<file path="src/rtl/vga_timing_gen_if.sv">
`default_nettype none
// ============================================================================
//  Module   : vga_timing_gen_if
//  Brief    : Raster position, qualifier and sync bundle produced by
//             vga_timing_gen and consumed by the renderers.
//  Revision : 1.0 - initial release
// ============================================================================
interface vga_timing_gen_if;
    logic [9:0] DrawX;
    logic [9:0] DrawY;
    logic       hs;
    logic       vs;
    logic       blank;
    logic       line_start;
    logic       frame_start;
    logic [7:0] frame_count;

    // Timing generator side
    modport master (
        output DrawX, DrawY, hs, vs, blank, line_start, frame_start, frame_count
    );

    // Renderer side
    modport slave (
        input DrawX, DrawY, hs, vs, blank, line_start, frame_start, frame_count
    );
endinterface
`default_nettype wire

</file>
<file path="src/rtl/vga_timing_gen.sv">
`default_nettype none
// ============================================================================
//  Module   : vga_timing_gen
//  Brief    : 640x480@60 raster timing: scan position, active-video blank,
//             active-low hs/vs, line/frame strobes and a frame counter.
//             Decoded signals can be retimed by DELAY extra flops so they stay
//             aligned with the renderer pipeline; DrawX/DrawY are never delayed.
//  Revision : 1.0 - initial release
// ============================================================================
module vga_timing_gen #(
    parameter int H_VISIBLE = 640,
    parameter int H_FP      = 16,
    parameter int H_SYNC    = 96,
    parameter int H_BP      = 48,
    parameter int V_VISIBLE = 480,
    parameter int V_FP      = 10,
    parameter int V_SYNC    = 2,
    parameter int V_BP      = 33,
    parameter int DELAY     = 2
) (
    input  wire              vga_clk,
    input  wire              reset_n,
    vga_timing_gen_if.master vga
);

    localparam int H_TOTAL = H_VISIBLE + H_FP + H_SYNC + H_BP;
    localparam int V_TOTAL = V_VISIBLE + V_FP + V_SYNC + V_BP;

    localparam logic [9:0] H_LAST   = 10'(H_TOTAL - 1);
    localparam logic [9:0] V_LAST   = 10'(V_TOTAL - 1);
    localparam logic [9:0] H_VIS    = 10'(H_VISIBLE);
    localparam logic [9:0] V_VIS    = 10'(V_VISIBLE);
    localparam logic [9:0] HS_FIRST = 10'(H_VISIBLE + H_FP);
    localparam logic [9:0] HS_LAST  = 10'(H_VISIBLE + H_FP + H_SYNC - 1);
    localparam logic [9:0] VS_FIRST = 10'(V_VISIBLE + V_FP);
    localparam logic [9:0] VS_LAST  = 10'(V_VISIBLE + V_FP + V_SYNC - 1);

    // Bit positions of the decoded signals inside one delay-chain stage
    localparam int B_HS = 4;
    localparam int B_VS = 3;
    localparam int B_BL = 2;
    localparam int B_LS = 1;
    localparam int B_FS = 0;

    // Idle value of a stage: syncs deasserted (high), everything else low
    localparam logic [4:0] SYNC_IDLE = 5'b11000;

    // Counters are 10 bits wide and the chain depth is capped at 7
    generate
        if (H_TOTAL > 1024 || V_TOTAL > 1024) begin : g_bad_total
            $error("vga_timing_gen: H_TOTAL and V_TOTAL must each be <= 1024");
        end
        if (DELAY < 0 || DELAY > 7) begin : g_bad_delay
            $error("vga_timing_gen: DELAY must be in 0..7");
        end
    endgenerate

    logic [9:0]            x_q, x_d;
    logic [9:0]            y_q, y_d;
    logic [7:0]            frame_count_q, frame_count_d;
    // Stage 0 is the decode register; stages 1..DELAY are pure retiming
    logic [DELAY:0][4:0]   sync_q, sync_d;

    // Raster counters: X wraps each line, Y wraps each frame, frame counter
    // advances on the edge that lands on (0,0)
    always_comb begin
        x_d           = x_q + 10'd1;
        y_d           = y_q;
        frame_count_d = frame_count_q;
        if (x_q == H_LAST) begin
            x_d = '0;
            if (y_q == V_LAST) begin
                y_d           = '0;
                frame_count_d = frame_count_q + 8'd1;
            end else begin
                y_d = y_q + 10'd1;
            end
        end
    end

    // Decode from the next counter values so stage 0 lines up with DrawX/DrawY,
    // then shift each stage one flop further down the chain
    always_comb begin
        sync_d          = sync_q;
        sync_d[0][B_HS] = !((x_d >= HS_FIRST) && (x_d <= HS_LAST));
        sync_d[0][B_VS] = !((y_d >= VS_FIRST) && (y_d <= VS_LAST));
        sync_d[0][B_BL] = (x_d < H_VIS) && (y_d < V_VIS);
        sync_d[0][B_LS] = (x_d == 10'd0);
        sync_d[0][B_FS] = (x_d == 10'd0) && (y_d == 10'd0);
        for (int i = 1; i <= DELAY; i++) begin
            sync_d[i] = sync_q[i-1];
        end
    end

    // State register; reset clears the whole chain so no pulse survives it
    always_ff @(posedge vga_clk or negedge reset_n) begin
        if (!reset_n) begin
            x_q           <= '0;
            y_q           <= '0;
            frame_count_q <= '0;
            sync_q        <= {(DELAY+1){SYNC_IDLE}};
        end else begin
            x_q           <= x_d;
            y_q           <= y_d;
            frame_count_q <= frame_count_d;
            sync_q        <= sync_d;
        end
    end

    assign vga.DrawX       = x_q;
    assign vga.DrawY       = y_q;
    assign vga.frame_count = frame_count_q;
    assign vga.hs          = sync_q[DELAY][B_HS];
    assign vga.vs          = sync_q[DELAY][B_VS];
    assign vga.blank       = sync_q[DELAY][B_BL];
    assign vga.line_start  = sync_q[DELAY][B_LS];
    assign vga.frame_start = sync_q[DELAY][B_FS];

endmodule
`default_nettype wire

</file>
<file path="src/flat_wrapper.sv">
// flat-port wrapper written by rule: the top's interface ports become plain ports
module vga_timing_gen_flat 
#(
    parameter int H_VISIBLE = 640,
    parameter int H_FP      = 16,
    parameter int H_SYNC    = 96,
    parameter int H_BP      = 48,
    parameter int V_VISIBLE = 480,
    parameter int V_FP      = 10,
    parameter int V_SYNC    = 2,
    parameter int V_BP      = 33,
    parameter int DELAY     = 2
)
  (vga_clk, reset_n, vga_DrawX, vga_DrawY, vga_hs, vga_vs, vga_blank, vga_line_start, vga_frame_start, vga_frame_count);
  vga_timing_gen_if vga_i ();
  input  wire vga_clk;
  input  wire reset_n;
  output wire logic [$bits(vga_i.DrawX)-1:0] vga_DrawX;
  output wire logic [$bits(vga_i.DrawY)-1:0] vga_DrawY;
  output wire logic [$bits(vga_i.hs)-1:0] vga_hs;
  output wire logic [$bits(vga_i.vs)-1:0] vga_vs;
  output wire logic [$bits(vga_i.blank)-1:0] vga_blank;
  output wire logic [$bits(vga_i.line_start)-1:0] vga_line_start;
  output wire logic [$bits(vga_i.frame_start)-1:0] vga_frame_start;
  output wire logic [$bits(vga_i.frame_count)-1:0] vga_frame_count;
  assign vga_DrawX = vga_i.DrawX;
  assign vga_DrawY = vga_i.DrawY;
  assign vga_hs = vga_i.hs;
  assign vga_vs = vga_i.vs;
  assign vga_blank = vga_i.blank;
  assign vga_line_start = vga_i.line_start;
  assign vga_frame_start = vga_i.frame_start;
  assign vga_frame_count = vga_i.frame_count;
  vga_timing_gen #(.H_VISIBLE(H_VISIBLE), .H_FP(H_FP), .H_SYNC(H_SYNC), .H_BP(H_BP), .V_VISIBLE(V_VISIBLE), .V_FP(V_FP), .V_SYNC(V_SYNC), .V_BP(V_BP), .DELAY(DELAY)) u_core (.vga_clk(vga_clk), .reset_n(reset_n), .vga(vga_i));
endmodule
</file>
<file path="config.mk">
export PLATFORM = sky130hd
export DESIGN_NAME = vga_timing_gen_flat
export DESIGN_NICKNAME = d
export VERILOG_FILES = /design/src/rtl/vga_timing_gen_if.sv /design/src/rtl/vga_timing_gen.sv /design/src/flat_wrapper.sv
export SDC_FILE = /design/constraint.sdc
export NUM_CORES = 1
export LEC_CHECK = 0
export ABC_CLOCK_PERIOD_IN_PS = 7100
export BUFFER_PORTS_ARGS = -buffer_cell sky130_fd_sc_hd__clkbuf_2
export CAP_MARGIN = 20
export CELL_PAD_IN_SITES_DETAIL_PLACEMENT = 1
export CELL_PAD_IN_SITES_GLOBAL_PLACEMENT = 1
export CORE_MARGIN = 1
export CORE_UTILIZATION = 48
export CTS_BUF_LIST = sky130_fd_sc_hd__clkbuf_2 sky130_fd_sc_hd__clkbuf_4 sky130_fd_sc_hd__clkbuf_8
export DETAILED_ROUTE_END_ITERATION = 8
export MAX_ROUTING_LAYER = met4
export PLACE_DENSITY_LB_ADDON = 0.25
export SETUP_SLACK_MARGIN = 0.1
export SYNTH_ARGS = -nofsm -noshare
export SYNTH_HDL_FRONTEND = slang
export SYNTH_SLANG_ARGS = --single-unit
</file>
<file path="constraint.sdc">
create_clock -name vga_clk -period 7.1 [get_ports vga_clk]
set_clock_uncertainty 0.15 [all_clocks]
set_input_delay 1.065 -clock vga_clk [delete_from_list [all_inputs] [get_ports vga_clk]]
set_output_delay 1.065 -clock vga_clk [all_outputs]
set_load 0.1 [all_outputs]
</file>
# Yosys cells after proc, flatten, opt, wreduce, memory -nomap -nowiden
# Index checks and enable logic that the tools add are counted.
# totals
regBits	43
# op_classes
n_reduce_logical	9
order_cmp	6
n_addsub	3
eq_ne	2
muxes	3
# ops
op	count
$mux W10	3
$add A10 B1 Y10 const B	2
$eq A10 B10 Y1 const B	2
$logic_not A10 Y1	2
$ge A10 B10 Y1 const B	1
$ge A10 B9 Y1 const B	1
$le A10 B10 Y1 const B	1
$le A10 B9 Y1 const B	1
$lt A10 B10 Y1 const B	1
$lt A10 B9 Y1 const B	1
$add A8 B1 Y8 const B	1
$logic_and A1 B1 Y1	4
$logic_not A1 Y1	2
$reduce_and A2 Y1	1

# Logic depth before layout (Yosys ltp)
# depth
depth_word	6
mapped_depth	8
mapped_depth_nobuf	8

# Least setup slack after synthesis
# Ideal clock, no wire load.
# synth_path
path_type	reg2reg
from	register u_core.x_q[0] (netlist: u_core.vga.DrawX[0])
to	register u_core.sync_q (netlist bit u_core.sync_d[8])
setup_time_ns	0.094
arrival_time_ns	3.014
slack_ns	3.842
n_path_buf	0
stages_incl_launch_ff	8
path_cell_list	dfrtp_1 > ha_1 > nand4_4 > or4_1 > nor4_2 > o21ai_1 > nand2_1 > or4b_1
# synth_lines
item	line	rtl
start, declared	vga_timing_gen.sv:58	logic [9:0] x_q, x_d;
start signal, assigned	vga_timing_gen.sv:98	x_q <= '0;
start signal, assigned	vga_timing_gen.sv:103	x_q <= x_d;
end signal, assigned	vga_timing_gen.sv:101	sync_q <= {(DELAY+1){SYNC_IDLE}};
end signal, assigned	vga_timing_gen.sv:106	sync_q <= sync_d;
end, declared	vga_timing_gen.sv:62	logic [DELAY:0][4:0] sync_q, sync_d;

==> results.md <==
- Worst-Margin Slew: 0.546 ns
- Max incr delay on CP: 0.75 ns
- Most frequent cells in the layout: dfrtp_1 (37), clkbuf_2 (34), nand2_1 (21)
- RSZ-0062 raised after global routing: false
- Tcrit/Tclk final: 42.3%
- Avg WL per Cell: 16.1 um
- GRT Util Overall: 22.6%
- Worst Hold Path Cells: 0
- Status: complete, no violations
- First-pass GRT wire length: 7490 um
- Min cycle time layout: 3.00 ns
- Rel. slew slack: 63.8%
- Die area: 4660 sq um
- Vias per cell: 5.70
- Critical path type: reg2reg
- Mapped Area: 2110 sq um
- P per Cell Area: 169 nW/um^2
- Ys async rst share: 100%
- Die Y-Extent: 68.3 um
- I/O pin cnt: 35
- Placed Cells: 280
- Clock Latency Late Sink: 0.30 ns
- Max-cap violations: 0
- DRT Pass-1 Iters: 4
- Number of diodes: 0
- Min-Delay Path Class: reg2reg
- RR Endpoint: u_core.sync_d[8]$_DFF_PN1_
- Hold Buf Count CTS: 0
- Total Wirelength: 4660 um
- Synth warn: 0
- Clk pin slew, worst setup/hold paths: 0.09 ns
- # setup viols final: 0
- Largest net degree at the start of global routing: 44
- Data required time of the worst path: 7.16 ns
- Detailed-route via count: 1646
- CP Launch Type: flip-flop
- Reg2reg path depth: 7
- Area grow syn2layout: 14.8%
- Crit path buf inv count: 0
- Htree depth: 2
- Non-Filler Instances: 289
- Final WS setup: 4.10 ns
- Port buffer count: 34
- Family with the most delay on the worst path: simple AND/OR/NAND/NOR gates
- Worst hold path startpoint: u_core.sync_d[11]$_DFF_PN0_
- Hold path endpoint: u_core.vga.line_start$_DFF_PN0_
- CTS tree: done
- Register area share after synthesis: 51.4%
- Root buffer cell: clkbuf_8
- Hold Violations, Final: 0
- Slew Limit Fails: 0
- Crit path cell chain: ha_1 > nand4_4 > or4_1 > nor4_2 > o21ai_1 > nand2_1 > or4b_1
- Top_reg_cell synth: dfrtp_1
- #FFs+latches synth: 43
- Post-CTS resize count: 0
- DR DRC count: 0
- Mapped Cells: 204
- Syn Area/Cell: 10.3 sq um
- Final weighted congestion in routability-driven placement: 0.844
- Worst R2R Setup Slack: 4.10 ns
- VDD IR max: 113 uV
- Slowest cell on crit path: or4_1
- Antenna violations before repair: 0
- EDFF count, synth: 0
- Setup Buffers After CTS: 0
- Layout cells sized above 1: 23.8%
- FP Rows: 23
- CP Capture Type: flip-flop
- Vias in the first global route: 1560
- GRT overflow: 0
- HPWL after detailed placement: 3460 um
- Leak Pwr: 1.11 nW
- Initial Util: 51.2%
- Max Freq: 333 MHz
- Critical Path AT: 3.06 ns
- TNS Setup: 0 ns
- Die X: 68.3 um
- Mapped Nets: 211
- Commonest non-fill, non-tap cell in the layout: dfrtp_1
- Drt first-iter violations: 23
- Critical Path Fanout Max: 11
- Clk sinks: 43
- Placeable core area: 4120 sq um
- Unique masters post-synth: 51
- Final nets: 245
- CTS Buf Count: 5
- Clock tree buffer depth: 2
- R2r startpoint: u_core.vga.DrawX[0]$_DFF_PN0_
- Post-route ant nets: 0
- Setup WS pre-CTS: 4.10 ns
==> layout make-up <==
cell class / instances / area, sq um
Timing Repair Buffer: 36 / 198
Clock inverter: 3 / 23.8
Multi-Input combinational cell: 144 / 953
Inverter: 8 / 30.0
Tap cell: 50 / 62.6
Clock buffer: 5 / 68.8
Sequential cell: 43 / 1080
Fill cell: 475 / 1700
==> power breakdown <==
group | total (mW) | switching (mW) | internal, mW
clock | 0.159 | 0.0886 | 0.0703
combinational | 0.00607 | 0.00478 | 0.00129
sequential | 0.245 | 0 | 0.245
==> how the worst max path moves through the flow <==
stage | start | end | cells past startpoint
after global routing | u_core.vga.DrawX[0]$_DFF_PN0_ | u_core.sync_d[8]$_DFF_PN1_ | 7
after detailed placement | u_core.vga.DrawX[0]$_DFF_PN0_ | u_core.sync_d[8]$_DFF_PN1_ | 7
final | u_core.vga.DrawX[0]$_DFF_PN0_ | u_core.sync_d[8]$_DFF_PN1_ | 7
after CTS | u_core.vga.DrawX[0]$_DFF_PN0_ | u_core.sync_d[8]$_DFF_PN1_ | 7
after global placement | u_core.vga.DrawX[0]$_DFF_PN0_ | u_core.sync_d[8]$_DFF_PN1_ | 7
after floorplan | u_core.vga.DrawX[0]$_DFF_PN0_ | u_core.sync_d[8]$_DFF_PN1_ | 7
==> flip-flops by register name, indices dropped and copies added (netlist names) <==
signal	flops
u_core.sync_d	10
u_core.vga.DrawX	10
u_core.vga.DrawY	10
u_core.vga.blank	1
u_core.vga.frame_count	8
u_core.vga.frame_start	1
u_core.vga.hs	1
u_core.vga.line_start	1
u_core.vga.vs	1
==> worst register-to-register path: stages, from the launching register on <==
cell     delay [ns]
dfrtp_1        0.44
ha_1           0.30
nand4_4        0.19
or4_1          0.75
nor4_2         0.44
o21ai_1        0.13
nand2_1        0.07
or4b_1         0.44
==> per-stage QoR <==
| stage | util [%] | total power [mW] | area [sq um] | hold slack (ns) |
|---|---|---|---|---|
| after global placement | 56.1 | 0.255 | 2310 | 0.185 |
| after floorplan | - | 0.250 | 2110 | 0.181 |
| after detailed placement | 56.1 | 0.255 | 2310 | 0.186 |
| after global routing | 58.8 | 0.424 | 2420 | 0.208 |
| after CTS | 58.3 | 0.414 | 2400 | 0.206 |
| final | 58.8 | 0.410 | 2420 | 0.205 |
==> cells in the mapped netlist (4+ instances only) <==
master	instances	area [sq um]
buf_2	5	25.0
xor2_1	9	78.8
nor3_1	7	35.0
ha_1	5	62.6
xnor2_1	13	114
dfrtp_1	37	926
nand2_1	21	78.8
nand3_1	14	70.1
clkbuf_1	4	15.0
dfstp_2	6	158
nor2_1	18	67.6
o21ai_0	8	40.0
inv_1	8	30.0
==> kinds of logic (layout without fill, tap and decap cells) <==
group | Yosys count | after routing | synth area share, %
simple gates | 88 | 88 | 23.2
flops | 43 | 43 | 51.4
compound gates | 28 | 28 | 9.38
xor+xnor | 22 | 22 | 9.15
buf+inv | 17 | 52 | 3.33
fa+ha+maj | 5 | 5 | 2.97
mux | 1 | 1 | 0.534
==> per-layer routing <==
metal / vias up / part of all wire, % / track usage, %
met5: - / 0 / -
met3: 10 / 4.2 / 5.33
met2: 41 / 48 / 35.2
met1: 813 / 46 / 29.1
met4: 0 / 1.6 / 6.77
li1: 782 / - / -
No activity file was read; power rests on OpenSTA's default activity.
